`src/rtl/hilo_muldiv.sv`:
```
// HI/LO register pair with an iterative radix-2 multiplier and restoring divider.
// Optional macro HILO_FWD_EN forwards MTHI/MTLO data onto hi_o/lo_o in the write cycle.
module hilo_muldiv #(
    parameter int DATA_WIDTH = 32
) (
    input  logic                  clk,
    input  logic                  rst,
    input  logic                  start,
    input  logic [2:0]            op,
    input  logic [DATA_WIDTH-1:0] opa,
    input  logic [DATA_WIDTH-1:0] opb,
    input  logic                  flush,
    output logic [DATA_WIDTH-1:0] hi_o,
    output logic [DATA_WIDTH-1:0] lo_o,
    output logic                  busy,
    output logic                  done
);
    localparam int W  = DATA_WIDTH;
    localparam int CW = $clog2(W);
    localparam logic [CW-1:0] LAST = CW'(W - 1);

    typedef enum logic [1:0] {IDLE, MUL, DIV, FIX} state_t;
    typedef enum logic [2:0] {
        OP_NOP   = 3'b000,
        OP_MTHI  = 3'b001,
        OP_MTLO  = 3'b010,
        OP_MULT  = 3'b100,
        OP_MULTU = 3'b101,
        OP_DIV   = 3'b110,
        OP_DIVU  = 3'b111
    } op_t;

    state_t          state, state_nx;
    logic [W-1:0]    hi_q, lo_q;
    logic [CW-1:0]   cnt;
    logic [2*W-1:0]  prod;     // {acc, multiplier} while multiplying, {rem, quotient} while dividing
    logic [W-1:0]    dvsr;     // multiplicand or divisor magnitude
    logic            is_mul, neg_p, neg_q, neg_r;

    logic            accept, is_md, is_divop, sgn, div_zero;
    logic [W-1:0]    abs_a, abs_b;
    logic [W:0]      mul_sum, div_shift, div_diff;
    logic [2*W-1:0]  prod_fix;
    logic [W-1:0]    quo_fix, rem_fix;

    always_comb begin
        accept    = (state == IDLE) && start && !flush;
        is_md     = op[2];
        is_divop  = op[1];
        sgn       = ~op[0];
        div_zero  = (opb == '0);
        abs_a     = (sgn && opa[W-1]) ? -opa : opa;
        abs_b     = (sgn && opb[W-1]) ? -opb : opb;
        mul_sum   = {1'b0, prod[2*W-1:W]} + {1'b0, (prod[0] ? dvsr : {W{1'b0}})};
        div_shift = prod[2*W-1:W-1];
        div_diff  = div_shift - {1'b0, dvsr};
        prod_fix  = neg_p ? -prod : prod;
        quo_fix   = neg_q ? -prod[W-1:0] : prod[W-1:0];
        rem_fix   = neg_r ? -prod[2*W-1:W] : prod[2*W-1:W];
    end

    // NOTE: every always_comb output gets a default first so no path can infer a latch.
    always_comb begin
        state_nx = state;
        case (state)
            IDLE: begin
                if (accept && is_md) begin
                    if (!is_divop)     state_nx = MUL;
                    else if (div_zero) state_nx = FIX;
                    else               state_nx = DIV;
                end
            end
            MUL, DIV: begin
                if (flush)              state_nx = IDLE;
                else if (cnt == LAST)   state_nx = FIX;
            end
            FIX:     state_nx = IDLE;
            default: state_nx = IDLE;
        endcase
    end

    // NOTE: sequential state uses non-blocking assignments so all flops update together at the edge.
    always_ff @(posedge clk) begin
        if (!rst) state <= IDLE;
        else      state <= state_nx;
    end

    always_ff @(posedge clk) begin
        if (!rst) begin
            hi_q <= '0;
            lo_q <= '0;
            cnt  <= '0;
            busy <= 1'b0;
            done <= 1'b0;
        end else begin
            busy <= (state_nx != IDLE);
            done <= (state == FIX) && !flush;
            cnt  <= (state == MUL || state == DIV) ? cnt + 1'b1 : '0;
            if (accept && op == OP_MTHI) hi_q <= opa;
            if (accept && op == OP_MTLO) lo_q <= opa;
            if (state == FIX && !flush) begin
                if (is_mul) begin
                    {hi_q, lo_q} <= prod_fix;
                end else begin
                    hi_q <= rem_fix;
                    lo_q <= quo_fix;
                end
            end
        end
    end

    // NOTE: datapath registers are always loaded on accept before use, so they carry no reset.
    always_ff @(posedge clk) begin
        if (accept && is_md) begin
            is_mul <= !is_divop;
            if (!is_divop) begin
                dvsr  <= abs_a;
                prod  <= {{W{1'b0}}, abs_b};
                neg_p <= sgn & (opa[W-1] ^ opb[W-1]);
                neg_q <= 1'b0;
                neg_r <= 1'b0;
            end else if (div_zero) begin
                prod  <= {opa, {W{1'b1}}};
                neg_p <= 1'b0;
                neg_q <= 1'b0;
                neg_r <= 1'b0;
            end else begin
                dvsr  <= abs_b;
                prod  <= {{W{1'b0}}, abs_a};
                neg_p <= 1'b0;
                neg_q <= sgn & (opa[W-1] ^ opb[W-1]);
                neg_r <= sgn & opa[W-1];
            end
        end else if (state == MUL) begin
            prod <= {mul_sum, prod[W-1:1]};
        end else if (state == DIV) begin
            prod <= div_diff[W] ? {div_shift[W-1:0], prod[W-2:0], 1'b0}
                                : {div_diff[W-1:0],  prod[W-2:0], 1'b1};
        end
    end

`ifdef HILO_FWD_EN
    assign hi_o = (start && !busy && op == OP_MTHI) ? opa : hi_q;
    assign lo_o = (start && !busy && op == OP_MTLO) ? opa : lo_q;
`else
    assign hi_o = hi_q;
    assign lo_o = lo_q;
`endif

endmodule

```
`config.mk`:
```
export PLATFORM = sky130hd
export DESIGN_NAME = hilo_muldiv
export DESIGN_NICKNAME = d
export VERILOG_FILES = /design/src/rtl/hilo_muldiv.sv
export SDC_FILE = /design/constraint.sdc
export NUM_CORES = 1
export LEC_CHECK = 0
export ABC_AREA = 0
export BUFFER_PORTS_ARGS = -buffer_cell sky130_fd_sc_hd__buf_2
export CAP_MARGIN = 15
export CORE_ASPECT_RATIO = 1.1
export CORE_MARGIN = 4
export CORE_UTILIZATION = 30
export DETAILED_ROUTE_END_ITERATION = 10
export SYNTH_ARGS = -nofsm -noshare
export SYNTH_HDL_FRONTEND = slang
export SYNTH_SLANG_ARGS = --single-unit
```
`constraint.sdc`:
```
create_clock -name clk -period 9.9 [get_ports clk]
set_input_delay 2.475 -clock clk [delete_from_list [all_inputs] [get_ports clk]]
set_output_delay 2.475 -clock clk [all_outputs]
set_load 0.02 [all_outputs]
```
# After elaboration in Yosys (flattened, before gate mapping)

Index checks and enable logic that the tools add are counted.

Equality and inequality tests: 7
Multiplexer cells: 26
Add/subtract/negate cells: 8
Bitwise operators: 5
Reduce and logical (&&, ||, !) cells: 21

Operators by type and width:

| kind                                                             | number |
|---|---|
| 64-bit 2-to-1 mux                                                | 7 |
| 32-bit 2-to-1 mux                                                | 13 |
| 32-bit negator                                                   | 4 |
| 64-bit negator                                                   | 1 |
| 32-bit by 32-bit adder with 33-bit output                        | 1 |
| 33-bit by 32-bit subtractor with 33-bit output                   | 1 |
| 32-bit zero test                                                 | 1 |
| 1-bit logical AND                                                | 8 |
| 2-bit 2-to-1 mux                                                 | 4 |
| 2-bit case mux with 3 select lines                               | 1 |
| 2-bit nonzero test                                               | 3 |
| 5-bit by 1-bit adder with 5-bit output (second input constant)   | 1 |
| 5-bit == test (second input constant)                            | 1 |
| 2-bit == test (second input constant)                            | 2 |
| 2-bit AND reduction                                              | 2 |
| 2-bit OR reduction                                               | 2 |
| 3-bit by 1-bit == test with 1-bit output (second input constant) | 1 |
| 3-bit by 2-bit == test with 1-bit output (second input constant) | 1 |
| 3-bit nonzero test                                               | 1 |
| 1-bit bitwise AND                                                | 2 |
| 2-bit by 1-bit == test with 1-bit output (second input constant) | 1 |
| 1-bit zero test                                                  | 2 |
| 2-bit zero test                                                  | 1 |
| 2-bit inequality test (second input constant)                    | 1 |
| 4 further kinds                                                  | 5 |

Input bits: 71
Word-level logic and storage cells: 79
Register bits: 173

# Logic depth before layout (Yosys ltp)

Gate-level depths: netlist of the first run.

Depth after elaboration: 7
Depth in mapped cells: 14
Mapped depth without buffers: 12

# Worst setup path before layout of the first run

OpenSTA, ideal clock, no wires.

Path kind: in2reg
Start: input port opb[0]
End: register dvsr[0] (enable)
Required time: 9.468 ns
Path buffers: 1
Arrival: 4.869 ns
Slack: 4.600 ns
Setup time: 0.432 ns
Cell stages on the path: 7
Path through: inv_1 -> ha_1 -> and3_1 -> nand4_1 -> nor2_1 -> clkbuf_1 -> a21oi_1

Word-level cells in the longest chain between the ends: 3

RTL lines:

| item                            | RTL line | text |
|---|---|---|
| start, declared                 | 11       | `input logic [DATA_WIDTH-1:0] opb,` |
| 32-bit zero test                | 51       | `div_zero = (opb == '0);` |
| 2-bit inequality test (no line) | n/a      |  |
| 2-bit AND reduction (no line)   | n/a      |  |
| end signal, assigned            | 117      | `dvsr <= abs_a;` |
| end signal, assigned            | 128      | `dvsr <= abs_b;` |
| end, declared                   | 37       | `logic [W-1:0] dvsr;` |

Every way passes these cells.
A chain may end at the register's enable or synchronous reset.

# Final worst setup path of the first run

Start: input port opb[8]
End: register prod[51], data pin

Word-level cells in the longest chain between the ends: 4

RTL lines:

| item                 | RTL line | text |
|---|---|---|
| 32-bit zero test     | 51       |  |
| 64-bit 2-to-1 mux    | 122      | `end else if (div_zero) begin` |
| 64-bit 2-to-1 mux    | 116      | `if (!is_divop) begin` |
| 64-bit 2-to-1 mux    | 114      | `if (accept && is_md) begin` |
| end signal, assigned | 118      | `prod <= {{W{1'b0}}, abs_b};` |
| end signal, assigned | 123      | `prod <= {opa, {W{1'b1}}};` |
| end signal, assigned | 129      | `prod <= {{W{1'b0}}, abs_a};` |
| end, declared        | 36       | `logic [2*W-1:0] prod;` |

Every way passes these cells.

==> results by group, run 1 <==
Timing
  • Post-route setup TNS: 0 ns
  • RSZ-0062 raised after global routing: no
  • Clock skew: about 0.016 ns
  • # setup viols final: 0
  • Slew @ Worst Pin: 1.16 ns
  • Pins over their slew limit: 0
  • Worst hold slack: about 0.46 ns
  • Slew HR: between 20% and 30%
  • Max Fclk: 186 MHz
  • Period minus WS final: 5.37 ns
  • Hold Fails Final Rpt: 0
  • Period utilization: about 54%

Clock tree
  • Post-CTS Setup Repair Bufs: 0
  • Worst-path clk slew: around 0.08 ns
  • Clk_lat worst skew: 0.46 ns
  • Hold-fix buffers, CTS: 0
  • CTS H-tree lvls: 4
  • # clock sinks: 173
  • CTS Root Cell: clkbuf_16
  • Clk buf depth: 2
  • CTS buffer count: 17
  • CTS tree: done
  • Post-CTS sizing: 0

Logic synthesis
  • Ys Warns: 0
  • Async set or reset register ratio after synthesis: 0%
  • Synth top area cells: edfxtp_1 (20%), dfxtp_1 (9.8%), mux2i_1 (6.5%), ha_1 (6.2%), a21oi_1 (5.4%)
  • EDFF count, synth: 100
  • Cell Area, Synth: 14900 µm²
  • Main synth FF type: edfxtp_1
  • Mapped Avg Cell Area: 8.32 µm²
  • Yosys cell types: 82
  • Gate Count Post-Synth: 1789
  • Sequential area share after synthesis: between 20% and 30%
  • Syn Nets: approximately 1900
  • Post-synth top area share: 20.2%
  • Yosys reg bits: approximately 170
  • Area leader, netlist: edfxtp_1

Power
  • Sequential share of power: 36.2%
  • Net switching power: ~1.1 mW
  • Maximum resistive drop on vdd: ~0.13 mV
  • Comb pwr share: 38.4%
  • Sw Share: ~41%
  • Clock share of power: between 20% and 30%
  • Pint: between 1.5 and 2 mW
  • PwrDens: about 160 nW/µm²
  • LEAKAGE: between 7 and 8 nW

Floorplan
  • Initial core utilization: between 30 and 40%
  • Core area: approximately 49000 µm²
  • Num ports: 137
  • Row Count: 85
  • DIE WIDTH: 220 µm
  • Die area: around 53000 µm²
  • Die height: 242 µm

Drt
  • Routed len/inst: 23.4 µm
  • Highest routing layer actually used: met4
  • Remaining DRCs: 0
  • DR vias: 14500
  • DR WL met2: 27500 µm
  • Met3 wire length: 4270 µm
  • Number of routed nets with antenna violations: 0
  • DR pass1 iterations: 6
  • Via/cell ratio: approximately 5.7
  • Routed WL: about 59000 µm
  • DR iter-0 viols: 1588
  • Met1 Wirelength: 24600 µm

Critical path
  • Setup CP Type: input pin to flop
  • CP Launch Type: input pin
  • Data arrival, critical path: 5.67 ns
  • Max stage delay cell, worst path: nor3_4
  • CP max stage delay: just over 0.9 ns
  • CP required: 10.20 ns
  • Max FO, Critical Path: 22
  • Crit end category: flop
  • Crit path cell chain: buf_2 > nor4_1 > nand4_1 > or2_1 > nor3_4 > a22oi_1 > o211ai_1
  • Reg2reg setup slack: 5.33 ns

Placement
  • Detailed Place HPWL: 44200 µm
  • Port bufs: 136
  • GPL Wtd Cong: 0.917

Finish
  • Ratio of cells with drive above 1 in the final layout: between 10% and 20%
  • Fin nets: 2011
  • Layout fillers: 5127
  • Multi-input gate area: 9820 µm²
  • Register Area: 4460 µm²
  • Final design utilization: between 30 and 40%
  • Synthesis-to-layout area growth: 12.5%

Run
  • Max-cap viol count: 0

Global routing
  • Global route overflow: 0
  • First-pass GRT wire length: 88200 µm
  • Pin count of the biggest net entering global routing: 73
  • Initial antenna violation count: 2
  • GRT Total Usage: a little over a fifth
  • Vias in the first global route: 13800

Run status
  • Outcome: completed

Min path
  • Worst Hold Class: flop to flop
-- cells in the mapped netlist, types with 13 or more instances --
master / instances
o211a_1: 28
nor2_1: 171
o211ai_1: 20
o21a_1: 14
a31oi_1: 18
inv_1: 65
nor2b_1: 13
nor3_1: 47
edfxtp_1: 100
o31ai_1: 24
or3_1: 15
dfxtp_1: 73
mux2_2: 20
a21oi_1: 161
nand3_1: 25
a211oi_1: 18
nand2_1: 164
o21ai_0: 131
clkbuf_1: 76
xor2_1: 73
ha_1: 74
a21o_1: 27
and3_1: 26
nand2b_1: 13
mux2i_1: 96
xnor2_1: 89
-- cells in the final DEF (no fill, tap or decap), types with 11 or more instances in the layout --
cell type / Yosys / routed
buf_4: 4 / 17
a211oi_1: 18 / 18
edfxtp_1: 100 / 100
inv_1: 65 / 65
nand3_1: 25 / 24
nand2_1: 164 / 164
buf_2: 7 / 136
o211ai_1: 20 / 20
mux2_2: 20 / 20
nor3_1: 47 / 47
o31ai_1: 24 / 24
a22oi_1: 12 / 12
o211a_1: 28 / 28
clkbuf_16: 0 / 17
xnor2_1: 89 / 89
o21ai_0: 131 / 131
nor2_1: 171 / 171
a31oi_1: 18 / 18
or3_1: 15 / 15
ha_1: 74 / 73
a21o_1: 27 / 27
dfxtp_1: 73 / 73
a21oi_1: 161 / 160
o21a_1: 14 / 14
and3_1: 26 / 26
nand4_1: 12 / 12
nor4_1: 11 / 11
nand2b_1: 13 / 12
xor2_1: 73 / 73
mux2i_1: 96 / 96
nor2b_1: 13 / 12
-- flip-flops by register name, indices dropped and copies added (netlist names) --
register  flops
neg_p         1
is_mul        1
lo_o         32
dvsr         32
done          1
hi_o         32
prod         64
cnt           5
state         2
busy          1
neg_q         1
neg_r         1
-- final cells by class --
type | count | share of cell area, %
Antenna cell | 4 | 0.0598
Clock buffer | 18 | 2.56
Clock inverter | 14 | 0.777
Inverter | 66 | 1.48
Multi-Input combinational cell | 1452 | 58.6
Sequential cell | 173 | 26.7
Tap cell | 652 | 4.87
Timing Repair Buffer | 154 | 4.95
-- routing by layer --
metal | vias up | GRT usage [%]
met4 | 0 | 10.1
met5 | - | 0
met1 | 7014 | 28.6
met2 | 652 | 34.4
li1 | 6740 | -
met3 | 120 | 3.89
-- final timing paths --
| kind | start | to | depth (start not counted) |
|---|---|---|---|
| setup / recovery | opb[8] | prod[51] | 7 |
| hold / removal | cnt[0] | cnt[0] | 1 |
| setup reg to reg | prod[32] | prod[52] | 12 |
| hold reg to reg | cnt[0] | cnt[0] | 1 |
-- through the flow --
| stage | cells | area (µm²) | power (mW) | setup WS [ns] |
|---|---|---|---|---|
| 2_1_floorplan | 1789 | 14900 | 1.65 | 4.60 |
| 3_3_place_gp | 2496 | 16200 | 1.96 | 4.26 |
| 3_5_place_dp | 2496 | 16200 | 1.96 | 4.17 |
| 4_1_cts | 2528 | 16700 | 2.63 | 4.65 |
| 5_1_grt | 2531 | 16700 | 2.78 | 4.38 |
| 6_report | 2533 | 16700 | 2.65 | 4.53 |
-- logic make-up (layout without fill, tap and decap cells) --
logic type                 after synthesis  in the layout  share of synthesized area, %
adders and majority gates               76             76                          6.49
xor gates and xnor gates               163            163                          9.64
muxes                                  116            116                          7.97
other                                    0              4                             0
AOI/OAI and AO/OA                      539            539                          23.3
and+or+nand+nor                        558            558                          18.3
buffers and inverters                  164            252                          4.29
DFF                                    173            173                          30.0
-- critical path: cells and delay by family --
kind	cells	cell delay, ns
AND/OR/NAND/NOR	4	2.69
buffers and inverters	1	0.13
AO/OA/AOI/OAI	2	0.35
-- power groups by stage --
| stage | Combinational [mW] | Sequential [mW] | Clock, mW |
|---|---|---|---|
| 2_1_floorplan | 0.725 | 0.922 | 0 |
| 3_3_place_gp | 0.986 | 0.972 | 0 |
| 3_5_place_dp | 0.993 | 0.972 | 0 |
| 4_1_cts | 1.00 | 0.956 | 0.679 |
| 5_1_grt | 1.11 | 0.962 | 0.706 |
| 6_report | 1.02 | 0.960 | 0.675 |
No activity file was read; power rests on OpenSTA's default activity.
==> inputs of run 2 (changes only) <==
==> constraint.sdc (replaced) <==
create_clock -name clk -period 5.25 [get_ports clk]
set_input_delay 1.3125 -clock clk [delete_from_list [all_inputs] [get_ports clk]]
set_output_delay 1.3125 -clock clk [all_outputs]
set_load 0.02 [all_outputs]
==> run 2 against run 1 <==
  * Clock power rose by 78%
  * Cell area rose by 0.25%
  * Non-clock buffer count rose by 7
  * Count of clock-buffer cells in the layout rose by 2
  * Final cell count rose by 0.24%
  * Via count barely moved
  * Register-to-register slack got worse by 4.5 ns
  * Die area did not move
  * Clock skew fell by 0.0030 ns
  * Critical path depth rose by 6
  * Critical endpoint is now prod[43]
  * Largest cell class unchanged
==> results by group, run 2 (same netlist as run 1, synthesis figures left out) <==
Clock tree
  • Worst-path clk slew: 0.07 ns
  • Post-CTS Setup Repair Bufs: 0
  • CTS buffer count: 17
  • CTS tree: done
  • Hold-fix buffers, CTS: 0
  • Post-CTS sizing: 0
  • CTS Root Cell: clkbuf_16
  • Clk buf depth: 2
  • Clk_lat worst skew: 0.45 ns
  • CTS H-tree lvls: 4
  • # clock sinks: 173

Run
  • Max-cap viol count: 0

Placement
  • Detailed Place HPWL: between 40000 and 50000 µm
  • Port bufs: 136
  • Post-Place Worst Slack: 0.929 ns
  • GPL Wtd Cong: 0.943

Timing
  • Slew @ Worst Pin: 1.05 ns
  • Pins over their slew limit: 0
  • Clock skew: roughly 0.013 ns
  • # setup viols final: 0
  • Period utilization: 84.1%
  • Hold Fails Final Rpt: 0
  • RSZ-0062 raised after global routing: no
  • Slew HR: between 30% and 40%
  • Final setup margin: around 0.83 ns
  • Period minus WS final: 4.42 ns
  • Max Fclk: 226 MHz
  • Post-route setup TNS: 0 ns

Global routing
  • Pin count of the biggest net entering global routing: 68
  • Met3 Resource Use GR: 3.08%
  • First-pass GRT wire length: roughly 89000 µm
  • Vias in the first global route: 13800
  • GRT Total Usage: 21.9%
  • M1 GR Usage: ~30%
  • GR peak layer: met2
  • Global route overflow: 0
  • Initial antenna violation count: 4
  • GR Util met2: 35.1%

Power
  • Maximum resistive drop on vdd: ~0.25 mV
  • PwrDens: 294 nW/µm²
  • LEAKAGE: approximately 7.3 nW

Drt
  • DR vias: 14500
  • Routed WL: 59900 µm
  • DR iter-0 viols: between 1000 and 1500
  • Number of routed nets with antenna violations: 0
  • Via/cell ratio: 5.72
  • DR pass1 iterations: 6
  • Routed len/inst: 23.6 µm
  • Remaining DRCs: 0

Finish
  • Ratio of cells with drive above 1 in the final layout: 12.7%
  • Synthesis-to-layout area growth: 12.7%
  • Most frequent cells in the layout: nor2_1 (171), nand2_1 (164), a21oi_1 (160)
  • Most common cell after layout, fill and taps aside: nor2_1
  • Largest register FFs: 64
  • Fin nets: 2018
  • Final design utilization: between 30% and 40%
  • Largest register by flop count: prod

Min path
  • Worst Hold Class: flop to flop

Critical path
  • CP required: 5.45 ns
  • Setup CP Type: flop to flop
  • Crit end category: flop
  • Worst Setup EP: prod[43]
  • CP max stage delay: 0.67 ns
  • Critical path startpoint: prod[31]
  • Crit path max-delay family: compound AO/OA/AOI/OAI gates
  • Crit path cell chain: inv_1 > ha_1 > fa_1 > nand2b_1 > a21oi_1 > o21ai_1 > a2111oi_0 > nor3_1 > xnor2_4 > buf_4 > mux2i_1 > o21ai_0 > a21o_1
  • R2r worst-path depth: 13
  • Reg2reg start: prod[31]
  • CP Launch Type: flop
  • Reg2reg setup slack: 0.83 ns
  • Max stage delay cell, worst path: xnor2_4
  • Data arrival, critical path: 4.61 ns
  • Max FO, Critical Path: 23
  • CP bufs+invs: 2
  • Reg2reg end: prod[43]
  • Crit path depth: 13

Floorplan
  • Row Count: between 80 and 90
  • Die height: 242 µm
  • Core area: around 50000 µm²
  • Die area: 53300 µm²
  • DIE WIDTH: 220 µm
  • Num ports: between 100 and 150
  • Initial core utilization: 30.4%

Run status
  • Outcome: completed
==> run 2: changes by cell type in the layout (fill, tap and decap cells not counted) <==
cell,previous run,this run
buf_4,17,22
inv_6,5,1
buf_12,1,3
clkbuf_1,1,3
clkinv_4,1,3
clkinv_8,2,0
inv_4,0,2
clkinv_2,3,4
clkinvlp_4,1,0
diode_2,4,3
==> run 2: how the worst min path moves through the flow <==
stage | startpoint | to | slack (ns) | depth (start not counted)
floorplan | cnt[0] | cnt[0] | 0.42 | 1
global placement | cnt[0] | cnt[0] | 0.44 | 1
detailed placement | cnt[0] | cnt[0] | 0.44 | 1
CTS | cnt[0] | cnt[0] | 0.45 | 1
global route | cnt[0] | cnt[0] | 0.47 | 1
finish | cnt[0] | cnt[0] | 0.45 | 1
==> run 2: cell type report <==
class | count | area [µm²]
inverter | 66 | 248
multi-input combinational | 1452 | 9820
antenna | 3 | 7.51
tap | 652 | 816
clock inverter | 12 | 90.1
fill | 5103 | 32200
clock buffer | 20 | 437
sequential | 173 | 4460
timing repair buffer | 161 | 906
==> run 2: worst register-to-register path, stage by stage (launching register included) <==
cell	delay, ns
edfxtp_1	0.41
inv_1	0.08
ha_1	0.22
fa_1	0.40
nand2b_1	0.21
a21oi_1	0.28
o21ai_1	0.30
a2111oi_0	0.46
nor3_1	0.18
xnor2_4	0.68
buf_4	0.46
mux2i_1	0.24
o21ai_0	0.09
a21o_1	0.17
==> run 2: metrics by stage <==
| stage | instances | power [mW] | hold WS, ns | instance area (µm²) |
|---|---|---|---|---|
| 2_1_floorplan | 1789 | 3.11 | 0.418 | 14900 |
| 3_3_place_gp | 2503 | 3.72 | 0.440 | 16200 |
| 3_5_place_dp | 2503 | 3.72 | 0.437 | 16200 |
| 4_1_cts | 2535 | 4.91 | 0.454 | 16800 |
| 5_1_grt | 2538 | 5.20 | 0.474 | 16800 |
| 6_report | 2539 | 4.93 | 0.451 | 16800 |
==> run 2: power breakdown <==
group / internal, mW / switching (mW)
Clock: 0.612 / 0.583
Sequential: 1.60 / 0.199
Combinational: 0.759 / 1.18
Total: 2.97 / 1.96
==> run 2: routing by layer <==
metal  part of all wire (%)  up-vias
met3                    7.5      134
met4                    5.3        0
met1                     41     6980
met2                     46      646
li1                       -     6753
met5                      0        -
==> inputs of run 3 (changes only) <==
==> constraint.sdc (replaced) <==
create_clock -name clk -period 3.9 [get_ports clk]
set_input_delay 0.975 -clock clk [delete_from_list [all_inputs] [get_ports clk]]
set_output_delay 0.975 -clock clk [all_outputs]
set_load 0.02 [all_outputs]
==> run 3 against run 2 <==
  * Clock power up 47%
  * Cell area up 4.1%
  * Worst setup slack worse by 0.65 ns
  * Final cell count up 3.3%
  * Sequential power is 28% higher
  * Highest routed layer unchanged
  * Largest power group unchanged
  * Non-clock buffer count grew 83
  * Critical endpoint is now prod[61]
  * Clock skew grew 0.0067 ns
==> results by group, run 3 (same netlist as run 1, synthesis figures left out) <==
Run status
  • Outcome: completed

Global routing
  • Initial antenna violation count: 5
  • GRT Total Usage: a little under a quarter
  • Vias in the first global route: between 10000 and 15000
  • Global route overflow: 0
  • Pin count of the biggest net entering global routing: 68
  • First-pass GRT wire length: just over 90000 µm

Clock tree
  • CTS Root Cell: clkbuf_16
  • Clk buf depth: 2
  • Clk_lat worst skew: 0.46 ns
  • CTS H-tree lvls: 4
  • Worst-path clk slew: 0.08 ns
  • Post-CTS Setup Repair Bufs: 0
  • # clock sinks: 173
  • CTS buffer count: 17
  • Hold-fix buffers, CTS: 0
  • CTS tree: done

Timing
  • Period utilization: between 90% and 100%
  • Clock skew: 0.0193 ns
  • Pins over their slew limit: 0
  • Slew @ Worst Pin: 0.798 ns
  • # setup viols final: 0
  • Max Fclk: 269 MHz
  • Hold Fails Final Rpt: 0
  • Period minus WS final: 3.72 ns
  • RSZ-0062 raised after global routing: no
  • Slew HR: 46.8%
  • Worst hold slack: 0.474 ns

Placement
  • GPL Wtd Cong: 0.978
  • Placed Cells: 2587
  • Detailed Place HPWL: 48000 µm
  • Port bufs: approximately 140

Power
  • Comb pwr share: 41.7%
  • Maximum resistive drop on vdd: 0.341 mV
  • Clock share of power: 25.3%
  • Sw Share: 40.5%
  • LEAKAGE: 7.67 nW
  • Sequential share of power: 33.0%
  • Pint: 4.15 mW
  • Net switching power: 2.82 mW
  • PwrDens: approximately 400 nW/µm²

Critical path
  • Crit end category: flop
  • Max FO, Critical Path: 15
  • Setup CP Type: flop to flop
  • Crit path max-delay family: compound AO/OA/AOI/OAI gates
  • Max stage delay cell, worst path: a211oi_1
  • CP max stage delay: around 0.50 ns
  • Crit path cell chain: inv_1 > buf_4 > buf_4 > nor2_1 > ha_1 > nand4_1 > or3_1 > a211oi_1 > nor2_1 > o221ai_1 > a21o_1 > mux2i_1 > a211o_1
  • CP bufs+invs: 3
  • CP Launch Type: flop
  • CP required: 4.11 ns
  • Data arrival, critical path: roughly 3.9 ns

Finish
  • Largest register FFs: 64
  • Final std cells w/o fill: about 2600
  • Ratio of cells with drive above 1 in the final layout: 16.6%
  • Most common cell after layout, fill and taps aside: nor2_1
  • Final design utilization: 35.6%
  • Largest register by flop count: prod
  • Fin nets: approximately 2100
  • Synthesis-to-layout area growth: 17.3%
  • Most frequent cells in the layout: nor2_1 (171), nand2_1 (164), a21oi_1 (159)

Drt
  • DR iter-0 viols: 1595
  • DR WL met2: 28600 µm
  • Routed len/inst: 23.7 µm
  • Highest routing layer actually used: met4
  • Via/cell ratio: 5.78
  • DR vias: about 15000
  • Remaining DRCs: 0
  • Met3 wire length: 5210 µm
  • DR pass1 iterations: 6
  • Met1 Wirelength: 24800 µm
  • Number of routed nets with antenna violations: 0
  • Routed WL: 62200 µm

Floorplan
  • Die area: 53300 µm²
  • DIE WIDTH: 220 µm
  • Num ports: about 140
  • Initial core utilization: 30.4%
  • Row Count: 85
  • Die height: about 240 µm
  • Core area: 49000 µm²

Run
  • Max-cap viol count: 0

Min path
  • Worst Hold Class: flop to flop
## run 3: final timing paths
kind,slack [ns],endpoint,cells after the start,start
min,0.47,cnt[0],1,cnt[0]
max,0.18,prod[61],13,prod[0]
min reg2reg,0.47,cnt[0],1,cnt[0]
max reg2reg,0.18,prod[61],13,prod[0]
## run 3: final cells by class
class,instances,area [µm²]
fillers,5028,31600
multi-input cells,1452,9820
flip-flops and latches,173,4460
repair buffers,244,1510
well taps,652,816
clock buffers,17,425
inverters,66,248
clock inverters,15,170
diodes,3,7.51
## run 3: metrics by stage
step	power [mW]	TNS, ns	instance area, µm²	setup slack [ns]
2_1_floorplan	4.18	0	14900	0.0995
3_3_place_gp	5.16	-10.41	16900	-0.701
3_5_place_dp	5.17	-0.00617	16900	-0.00617
4_1_cts	6.93	0	17500	0.201
5_1_grt	7.31	0	17500	0.0352
6_report	6.97	0	17500	0.185
## run 3: timing repair
item,4_1_cts,5_1_grt
endpoints found under the setup margin,0,4
endpoints found under the hold margin,0,0
gates resized for setup,0,1
## run 3: power groups by stage
| stage | Combinational [mW] | Sequential (mW) | Clock, mW |
|---|---|---|---|
| floorplan | 1.84 | 2.34 | 0 |
| global placement | 2.82 | 2.34 | 0 |
| detailed placement | 2.83 | 2.34 | 0 |
| CTS | 2.85 | 2.30 | 1.78 |
| global route | 3.13 | 2.31 | 1.86 |
| finish | 2.91 | 2.30 | 1.76 |
## run 3: worst register-to-register path: stages, from the launching register on
cell,delay (ns)
edfxtp_1,0.39
inv_1,0.34
buf_4,0.31
buf_4,0.19
nor2_1,0.05
ha_1,0.30
nand4_1,0.15
or3_1,0.35
a211oi_1,0.50
nor2_1,0.11
o221ai_1,0.24
a21o_1,0.19
mux2i_1,0.08
a211o_1,0.26
## run 3: per-layer routing
layer	vias up	global-route usage, %
met4	0	10.6
met1	7286	28.6
met3	169	4.61
met2	769	36.4
li1	6933	-
met5	-	0
